<file path="src/rtl/mlp_serial_scheduler_if.sv">
// Handshake bundle for the serial MLP scheduler: the sample stream in, the class result out, and debug taps.
interface mlp_serial_scheduler_if #(
   parameter int IN_W  = 4,
   parameter int HID_W = 8
);
   logic                 in_valid;
   logic                 in_ready;
   logic [6*IN_W-1:0]    inp;
   logic                 out_valid;
   logic                 out_ready;
   logic [1:0]           out_class;
   logic [3*HID_W-1:0]   dbg_hidden;
   logic                 busy;

   modport master (
      output in_valid, inp, out_ready,
      input  in_ready, out_valid, out_class, dbg_hidden, busy
   );

   modport slave (
      input  in_valid, inp, out_ready,
      output in_ready, out_valid, out_class, dbg_hidden, busy
   );
endinterface

</file>
<file path="src/rtl/mlp_serial_scheduler.sv">
// Serial evaluation of the 6-in / 3-hidden / 2-out power-of-two MLP.
// A single shift-add accumulator takes one weighted term per cycle across all five neurons.
module mlp_serial_scheduler #(
   parameter int IN_W  = 4,
   parameter int HID_W = 8,
   parameter int OUT_W = 16,
   parameter int ACC_W = 18
) (
   input logic                clk,
   input logic                rst_n,
   mlp_serial_scheduler_if.slave bus
);

   typedef enum logic [2:0] {
      IDLE,
      L0_MAC,
      L0_ACT,
      L1_MAC,
      L1_ACT,
      ARGMAX,
      DONE
   } state_t;

   state_t                      state;
   logic [6*IN_W-1:0]           x_reg;
   logic [1:0]                  neuron;
   logic [2:0]                  term_idx;
   logic signed [ACC_W-1:0]     acc;
   logic [OUT_W-1:0]            o0;
   logic [OUT_W-1:0]            o1;
   logic [3*HID_W-1:0]          hidden;
   logic                        in_ready_r;
   logic                        out_valid_r;
   logic                        busy_r;
   logic [1:0]                  out_class_r;

   logic [HID_W-1:0]            operand;
   logic [4:0]                  code;
   logic signed [ACC_W-1:0]     bias;
   logic signed [ACC_W-1:0]     term;
   logic signed [ACC_W-1:0]     mac_sum;

   // Weight code: {zero, negative, shift[2:0]}; weight = +/- 2^shift, or 0 when zero is set.
   function automatic logic [4:0] l0_code(input logic [1:0] n, input logic [2:0] i);
      logic [4:0] c;
      case ({n, i})
         5'b00_000: c = 5'b00101;
         5'b00_001: c = 5'b01101;
         5'b00_010: c = 5'b00011;
         5'b00_011: c = 5'b00110;
         5'b00_100: c = 5'b01110;
         5'b00_101: c = 5'b00110;
         5'b01_000: c = 5'b01101;
         5'b01_001: c = 5'b00101;
         5'b01_010: c = 5'b01011;
         5'b01_011: c = 5'b01011;
         5'b01_100: c = 5'b01100;
         5'b01_101: c = 5'b00110;
         5'b10_000: c = 5'b00100;
         5'b10_001: c = 5'b00101;
         5'b10_010: c = 5'b00010;
         5'b10_011: c = 5'b01011;
         5'b10_100: c = 5'b01101;
         5'b10_101: c = 5'b00110;
         default:   c = 5'b10000;
      endcase
      return c;
   endfunction

   function automatic logic [4:0] l1_code(input logic [1:0] n, input logic [2:0] i);
      logic [4:0] c;
      case ({n[0], i[1:0]})
         3'b0_00: c = 5'b00100;
         3'b0_01: c = 5'b00110;
         3'b0_10: c = 5'b00011;
         3'b1_00: c = 5'b01100;
         3'b1_01: c = 5'b01110;
         default: c = 5'b10000;
      endcase
      return c;
   endfunction

   function automatic logic signed [ACC_W-1:0] l0_bias(input logic [1:0] n);
      logic signed [ACC_W-1:0] b;
      case (n)
         2'd0:    b = ACC_W'(128);
         2'd1:    b = ACC_W'(128);
         default: b = ACC_W'(-256);
      endcase
      return b;
   endfunction

   function automatic logic signed [ACC_W-1:0] l1_bias(input logic [1:0] n);
      return n[0] ? ACC_W'(1024) : ACC_W'(-1024);
   endfunction

   function automatic logic signed [ACC_W-1:0] shift_term(input logic [HID_W-1:0] v,
                                                          input logic [4:0]       c);
      logic signed [ACC_W-1:0] m;
      logic signed [ACC_W-1:0] r;
      m = signed'({{(ACC_W-HID_W){1'b0}}, v}) <<< c[2:0];
      if (c[4])      r = '0;
      else if (c[3]) r = -m;
      else           r = m;
      return r;
   endfunction

   // Hidden activation: clamp negatives to 0, truncate by 4, saturate at the top of HID_W.
   function automatic logic [HID_W-1:0] qrelu_hidden(input logic signed [ACC_W-1:0] a);
      logic signed [ACC_W-1:0] s;
      logic [HID_W-1:0]        r;
      s = a >>> 2;
      if (a[ACC_W-1])             r = '0;
      else if (|s[ACC_W-1:HID_W]) r = '1;
      else                        r = s[HID_W-1:0];
      return r;
   endfunction

   function automatic logic [OUT_W-1:0] relu_out(input logic signed [ACC_W-1:0] a);
      return a[ACC_W-1] ? '0 : a[OUT_W-1:0];
   endfunction

   always_comb begin
      operand = '0;
      code    = 5'b10000;
      bias    = '0;
      if (state == L1_MAC) begin
         operand = hidden[term_idx*HID_W +: HID_W];
         code    = l1_code(neuron, term_idx);
         bias    = l1_bias(neuron);
      end else begin
         operand = {{(HID_W-IN_W){1'b0}}, x_reg[term_idx*IN_W +: IN_W]};
         code    = l0_code(neuron, term_idx);
         bias    = l0_bias(neuron);
      end
      term    = shift_term(operand, code);
      mac_sum = ((term_idx == 3'd0) ? bias : acc) + term;
   end

   always_ff @(posedge clk or negedge rst_n) begin
      if (!rst_n) begin
         state       <= IDLE;
         x_reg       <= '0;
         neuron      <= '0;
         term_idx    <= '0;
         acc         <= '0;
         o0          <= '0;
         o1          <= '0;
         hidden      <= '0;
         in_ready_r  <= 1'b1;
         out_valid_r <= 1'b0;
         busy_r      <= 1'b0;
         out_class_r <= 2'd0;
      end else begin
         case (state)
            IDLE: begin
               if (bus.in_valid && in_ready_r) begin
                  x_reg      <= bus.inp;
                  neuron     <= '0;
                  term_idx   <= '0;
                  in_ready_r <= 1'b0;
                  busy_r     <= 1'b1;
                  state      <= L0_MAC;
               end
            end
            L0_MAC: begin
               acc <= mac_sum;
               if (term_idx == 3'd5) begin
                  term_idx <= '0;
                  state    <= L0_ACT;
               end else begin
                  term_idx <= term_idx + 3'd1;
               end
            end
            L0_ACT: begin
               hidden[neuron*HID_W +: HID_W] <= qrelu_hidden(acc);
               if (neuron == 2'd2) begin
                  neuron <= '0;
                  state  <= L1_MAC;
               end else begin
                  neuron <= neuron + 2'd1;
                  state  <= L0_MAC;
               end
            end
            L1_MAC: begin
               acc <= mac_sum;
               if (term_idx == 3'd2) begin
                  term_idx <= '0;
                  state    <= L1_ACT;
               end else begin
                  term_idx <= term_idx + 3'd1;
               end
            end
            L1_ACT: begin
               if (neuron == 2'd0) begin
                  o0     <= relu_out(acc);
                  neuron <= 2'd1;
                  state  <= L1_MAC;
               end else begin
                  o1     <= relu_out(acc);
                  neuron <= '0;
                  state  <= ARGMAX;
               end
            end
            ARGMAX: begin
               // Ties resolve to class 0.
               out_class_r <= (o0 >= o1) ? 2'd0 : 2'd1;
               out_valid_r <= 1'b1;
               state       <= DONE;
            end
            DONE: begin
               if (bus.out_ready) begin
                  out_valid_r <= 1'b0;
                  in_ready_r  <= 1'b1;
                  busy_r      <= 1'b0;
                  state       <= IDLE;
               end
            end
            default: state <= IDLE;
         endcase
      end
   end

   assign bus.in_ready   = in_ready_r;
   assign bus.out_valid  = out_valid_r;
   assign bus.out_class  = out_class_r;
   assign bus.dbg_hidden = hidden;
   assign bus.busy       = busy_r;

endmodule

</file>
<file path="src/flat_wrapper.sv">
// flat-port wrapper written by rule: the top's interface ports become plain ports
module mlp_serial_scheduler_flat 
#(
   parameter int IN_W  = 4,
   parameter int HID_W = 8,
   parameter int OUT_W = 16,
   parameter int ACC_W = 18
)
  (clk, rst_n, bus_in_valid, bus_inp, bus_out_ready, bus_in_ready, bus_out_valid, bus_out_class, bus_dbg_hidden, bus_busy);
  mlp_serial_scheduler_if #(.IN_W(IN_W), .HID_W(HID_W)) bus_i ();
  input logic clk;
  input logic rst_n;
  input wire logic [$bits(bus_i.in_valid)-1:0] bus_in_valid;
  input wire logic [$bits(bus_i.inp)-1:0] bus_inp;
  input wire logic [$bits(bus_i.out_ready)-1:0] bus_out_ready;
  output wire logic [$bits(bus_i.in_ready)-1:0] bus_in_ready;
  output wire logic [$bits(bus_i.out_valid)-1:0] bus_out_valid;
  output wire logic [$bits(bus_i.out_class)-1:0] bus_out_class;
  output wire logic [$bits(bus_i.dbg_hidden)-1:0] bus_dbg_hidden;
  output wire logic [$bits(bus_i.busy)-1:0] bus_busy;
  assign bus_i.in_valid = bus_in_valid;
  assign bus_i.inp = bus_inp;
  assign bus_i.out_ready = bus_out_ready;
  assign bus_in_ready = bus_i.in_ready;
  assign bus_out_valid = bus_i.out_valid;
  assign bus_out_class = bus_i.out_class;
  assign bus_dbg_hidden = bus_i.dbg_hidden;
  assign bus_busy = bus_i.busy;
  mlp_serial_scheduler #(.IN_W(IN_W), .HID_W(HID_W), .OUT_W(OUT_W), .ACC_W(ACC_W)) u_core (.clk(clk), .rst_n(rst_n), .bus(bus_i));
endmodule
</file>
<file path="config.mk">
export PLATFORM = sky130hd
export DESIGN_NAME = mlp_serial_scheduler_flat
export DESIGN_NICKNAME = d
export VERILOG_FILES = /design/src/rtl/mlp_serial_scheduler_if.sv /design/src/rtl/mlp_serial_scheduler.sv /design/src/flat_wrapper.sv
export SDC_FILE = /design/constraint.sdc
export NUM_CORES = 1
export LEC_CHECK = 0
export CELL_PAD_IN_SITES_DETAIL_PLACEMENT = 1
export CELL_PAD_IN_SITES_GLOBAL_PLACEMENT = 1
export CORE_UTILIZATION = 42
export DETAILED_ROUTE_END_ITERATION = 8
export DONT_BUFFER_PORTS = 1
export PLACE_DENSITY = 0.72
export SETUP_SLACK_MARGIN = 0.4
export SKIP_LAST_GASP = 1
export SLEW_MARGIN = 40
export SYNTH_ARGS = -nofsm -noshare
export SYNTH_HDL_FRONTEND = slang
export SYNTH_SLANG_ARGS = --single-unit
export TNS_END_PERCENT = 100
</file>
<file path="constraint.sdc">
create_clock -name clk -period 5.2 [get_ports clk]
set_clock_uncertainty 0.05 [all_clocks]
set_input_delay 1.04 -clock clk [delete_from_list [all_inputs] [get_ports clk]]
set_output_delay 1.04 -clock clk [all_outputs]
set_load 0.05 [all_outputs]
</file>
* Word-level counts from Yosys, hierarchy flattened
Memory sizes are Yosys's and may differ from the RTL's.
Cells that the tools add are included.
** Word-level totals
- Flip-flop bits (word level) :: 111
- Bits in latches :: 0
- RAM bits :: 0
- Memory bits (read-only) :: 160
- Input port bits :: 28
- Output and inout port bits :: 29
- Logic and storage cells :: 100
- Memories kept :: 1
** Memories
- (no name shown) :: depth 32, bits a word 5, read ports 1, clocked after memory_dff 0, write ports 0, line mlp_serial_scheduler.sv:46 : case ({n, i})
** Cells by class
- Add/subtract/negate cells :: 5
- Multipliers :: 0
- Div/mod/pow operators :: 0
- $lt $le $gt $ge :: 1
- Eq/ne operators :: 18
- Shift-type cells :: 5
- Muxes and demuxes :: 37
- Bitwise logic cells :: 1
- Reduce and logical (&&, ||, !) cells :: 20
** Operator list (number)
- 2-to-1 mux 18 bit :: 6
- negator 5 -> 34 bit :: 1
- variable shift 8 x 34 -> 24 bit, first input constant :: 1
- variable part select 8 x 34 -> 24 bit :: 1
- 2-to-1 mux 8 bit :: 4
- case mux 5 bit (5 select lines) :: 1
- bitwise mux 24 bit :: 1
- 2-to-1 mux 3 bit :: 8
- variable part select 24 x 6 -> 4 bit :: 1
- variable part select 24 x 7 -> 8 bit :: 1
- case mux 3 bit (7 select lines) :: 1
- adder 18 bit :: 1
- equality test 3 bit, second input constant :: 6
- negator 18 bit :: 1
- <<< shifter 9 x 3 -> 18 bit :: 1
- >= comparator 16 bit :: 1
- 2-to-1 mux 16 bit :: 1
- equality test 3 x 2 -> 1 bit, second input constant :: 4
- AND reduction 2 bit :: 6
- logical NOT 3 bit :: 3
- case mux 3 bit (3 select lines) :: 1
- OR reduction 8 bit :: 1
- equality test 3 x 1 -> 1 bit, second input constant :: 2
- 2-to-1 mux 1 bit :: 6
- other kinds (18) :: 27

* Longest topological paths before layout
- Depth after elaboration :: 8
- Depth in mapped cells :: 28
- Mapped depth without buffers :: 24

* Least setup slack after synthesis
No wires, ideal clock.
- Path kind :: register to register
- From :: register u_core.term_idx[0]
- To :: register u_core.acc[14]
- Library setup time :: 125 ps
- Arrival time :: 5120 ps
- Required time :: 5025 ps
- Path slack :: -95 ps
- Cell stages (with the launch flop) :: 27
- Buffers on the path :: 4
- Period minus slack after synthesis :: 5295 ps
- Cells stage by stage :: dfrtp_1 > buf_4 > buf_6 > buf_2 > nand2_1 > ha_1 > nor2b_1 > a311o_1 > a21oi_2 > buf_4 > mux2i_1 > nand3_1 > ha_1 > nand2b_1 > a21oi_1 > fa_1 > a21o_1 > a21oi_1 > o21bai_1 > a21oi_1 > nor2b_1 > o21a_1 > o31a_1 > o41ai_1 > o21ai_0 > xor2_1 > mux2_2
** Between the ends
- Cells in the longest elaborated chain, start to end :: 8
- Elaborated cells on any way between the ends :: 18
- Classes of those cells :: add/sub: 2; eq/ne: 4; shift: 3; mux: 6; reduce/logical: 2; memory: 1
** RTL lines
- start, declared :: line mlp_serial_scheduler.sv:27 : logic [2:0] term_idx;
- start signal, assigned :: line mlp_serial_scheduler.sv:172 : term_idx <= term_idx + 3'd1;
- start signal, assigned :: line mlp_serial_scheduler.sv:191 : term_idx <= term_idx + 3'd1;
- parallel branches: the longest is 7 deep, another holds negator 18 bit
- adder 18 bit * :: line mlp_serial_scheduler.sv:137 : mac_sum = ((term_idx == 3'd0) ? bias : acc) + term;
- end signal, assigned :: line mlp_serial_scheduler.sv:167 : acc <= mac_sum;
- end signal, assigned :: line mlp_serial_scheduler.sv:186 : acc <= mac_sum;
- end, declared :: line mlp_serial_scheduler.sv:28 : logic signed [ACC_W-1:0] acc;
Every way passes the cells marked *.
A chain may end at the register's enable or synchronous reset.

* Worst setup path after layout
- From :: register u_core.term_idx[1]
- To :: register u_core.acc[16]
Same word-level chain as after synthesis.

==> metrics <==
num rows 47; slack of the worst reg-to-reg path 0.1 ns; Crit. End Element flop; period utilization 98.1%; setup TNS 0 ns; Design Area, Final 8770 sq um; Avg WL per Cell 20.7 um; Primary FF master, synth dfrtp_1; commonest non-fill, non-tap cells in the layout nand2_1, dfrtp_1, buf_4; VDD IR max 0.204 mV; R2R cell count 26; Setup crit start kind flop; Hold Fails Final Rpt 0; clk root buf clkbuf_16; worst-skew pair later-pin latency 0.37 ns; CTS buffer count 9; IO Port Bufs 0; Layout Nets 918; Peak Freq 0.196 GHz; CTS Sinks 110; outcome completed; Async SR Flop Fraction 100%; clk slew on worst S/H paths 0.08 ns; H-tree depth 3; post-synthesis net count 828; Crit. Startpoint u_core.term_idx[1]$_DFFE_PN0P_; worst r2r src u_core.term_idx[1]$_DFFE_PN0P_; Final WS setup 0.0992 ns; met2 wire len 10.8 mm; Worst EP arrival 5.28 ns; synthesis-to-layout area growth 23.8%; Min Hold Slack 0.307 ns; post-synthesis sequential area ratio 38.9%; vias in the first global route 6467; Syn Area/Cell 9.34 sq um; drt total wl 22.2 mm; max-slew violations 0; PD cells 174 nW/um^2; initial antenna violation count 0; #FFs+latches synth 110; area leader, netlist dfrtp_1; first-pass GRT wire length 34.7 mm; dpl hpwl 15.3 mm; TritonCTS clock tree built; hold crit path type input pin to asynchronous set/reset pin; GRT Resource Usage Total 25.4%; I/O pin count 57; Mapped Area 7080 sq um; Max Used Layer met4; Final GP Congestion 0.896; setup violators final 0; Pleak 3.96 nW; post-route ant nets 0; maximum fanout along the worst path 5; Setup WS pre-CTS -0.0492 ns; Met3 Wirelength 760 um; starting DRC count in detailed routing 305; Residual DRC 0; EDFF count, synth 0; M1 WL 10.1 mm; RSZ-0062 raised after global routing true; Yosys cell types 75; ANT cells 0; routed vias 6093; Max Buffers Root-to-Sink 2; Rel. slew slack 50.9%; Mapped Cells 758; GR Overflow Total 0; Initial Util 42.9%; share of cells above drive strength 1 29.7%; Least-Margin Pin Slew 0.736 ns; critical path capture point u_core.acc[16]$_DFFE_PN0P_; Yosys top cell area share 38.5%; Die ar. 17400 sq um; largest net degree at the start of global routing 111; DR vias/cell 5.68; Max-cap violations 0; CP required 5.38 ns; DIE WIDTH 132 um; first drt pass iteration count 4; placed cell area 7680 sq um; Syn. warnings 0; Area contributors post-synth dfrtp_1, ha_1, nand2_1, mux2_2, o21ai_0; fin crit period 5.10 ns; die height 132 um; commonest non-fill, non-tap cell in the layout nand2_1; hold buffer count at cts 0; reg2reg end u_core.acc[16]$_DFFE_PN0P_; Core ar. 16500 sq um; classification of the worst setup path flop to flop
-- report_power, final --
group | switching [mW] | internal [mW]
Clock | 0.332 | 0.340
Combinational | 0.00166 | 0.000248
Sequential | 0 | 0.855
-- area by class of cell --
cell class | instances | area, sq um
Multi-Input combinational cell | 580 | 4400
Sequential cell | 110 | 2760
Tap cell | 220 | 275
Clock inverter | 6 | 45.0
Clock buffer | 10 | 239
Timing Repair Buffer | 116 | 937
Fill cell | 1866 | 7760
Inverter | 31 | 116
-- Yosys cell counts (all sizes together), types with 5 or more instances --
cell and instances:
a211oi 10, a21o 15, a21oi 32, a22o 24, buf 14, clkbuf 23
dfrtp 109, ha 41, inv 30, mux2 33, mux2i 14, nand2 111
nand2b 12, nand3 14, nor2 61, nor2b 18, nor3 13, nor4 7
o211ai 5, o21a 5, o21ai 65, o21bai 5, xnor2 13, xor2 12
-- worst min-delay path by stage --
stage,startpoint,to,depth (start not counted)
detailed placement,u_core.o1[5]$_DFFE_PN0P_,u_core.o1[5]$_DFFE_PN0P_,2
CTS,rst_n,u_core.bus.dbg_hidden[4]$_DFFE_PN0P_,0
global route,rst_n,u_core.bus.busy$_DFFE_PN0P_,0
floorplan,u_core.o0[0]$_DFFE_PN0P_,u_core.o0[0]$_DFFE_PN0P_,2
finish,rst_n,u_core.bus.busy$_DFFE_PN0P_,0
global placement,u_core.o1[3]$_DFFE_PN0P_,u_core.o1[3]$_DFFE_PN0P_,2
-- cell families (layout without fill, tap and decap cells) --
logic type	count (synthesis)	after routing	synth area share, %
muxes	51	51	8.66
buffers and inverters	68	163	4.50
adders and majority gates	42	42	7.53
and+or+nand+nor	260	260	17.3
DFF	110	110	38.9
AOI/OAI and AO/OA	201	201	19.9
xor gates and xnor gates	25	25	3.09
other	1	1	0.0529
-- what timing repair did --
item                                    in CTS  in global routing
endpoints found under the setup margin       6                  9
endpoints found under the hold margin        0                  0
setup buffers                               41                 16
resized for setup                           36                 38
pin swaps                                   43                 33
-- stage by stage --
stage | utilization, % | total power, mW | std cells
finish | 53.1 | 1.53 | 1073
global route | 53.1 | 1.58 | 1073
CTS | 51.3 | 1.54 | 1057
detailed placement | 46.5 | 0.874 | 1000
global placement | 46.4 | 0.874 | 1000
floorplan | - | 0.874 | 758
-- routing by layer --
layer,track usage [%],vias to the layer above
met5,0,-
met2,41.7,109
met1,34.0,3070
li1,-,2880
met3,4.19,34
met4,8.46,0
-- critical path, stage by stage, from the launching register on --
cell and delay, ns:
dfrtp_2 0.46, buf_6 0.15, ha_4 0.25, nor2_4 0.11
a311oi_2 0.05, buf_4 0.18, o31a_1 0.28, buf_6 0.14
nor3b_4 0.24, nand2_2 0.10, ha_4 0.18, buf_4 0.12
o22a_1 0.16, nor2_1 0.11, ha_1 0.27, a21o_1 0.19
a21oi_2 0.17, o21bai_1 0.13, a21oi_2 0.21, nor2b_2 0.08
o21a_1 0.19, o31a_1 0.28, o41ai_4 0.26, buf_4 0.18
o311ai_1 0.10, xnor2_1 0.22, o21ai_1 0.08
(Power assumes the default switching activity.)
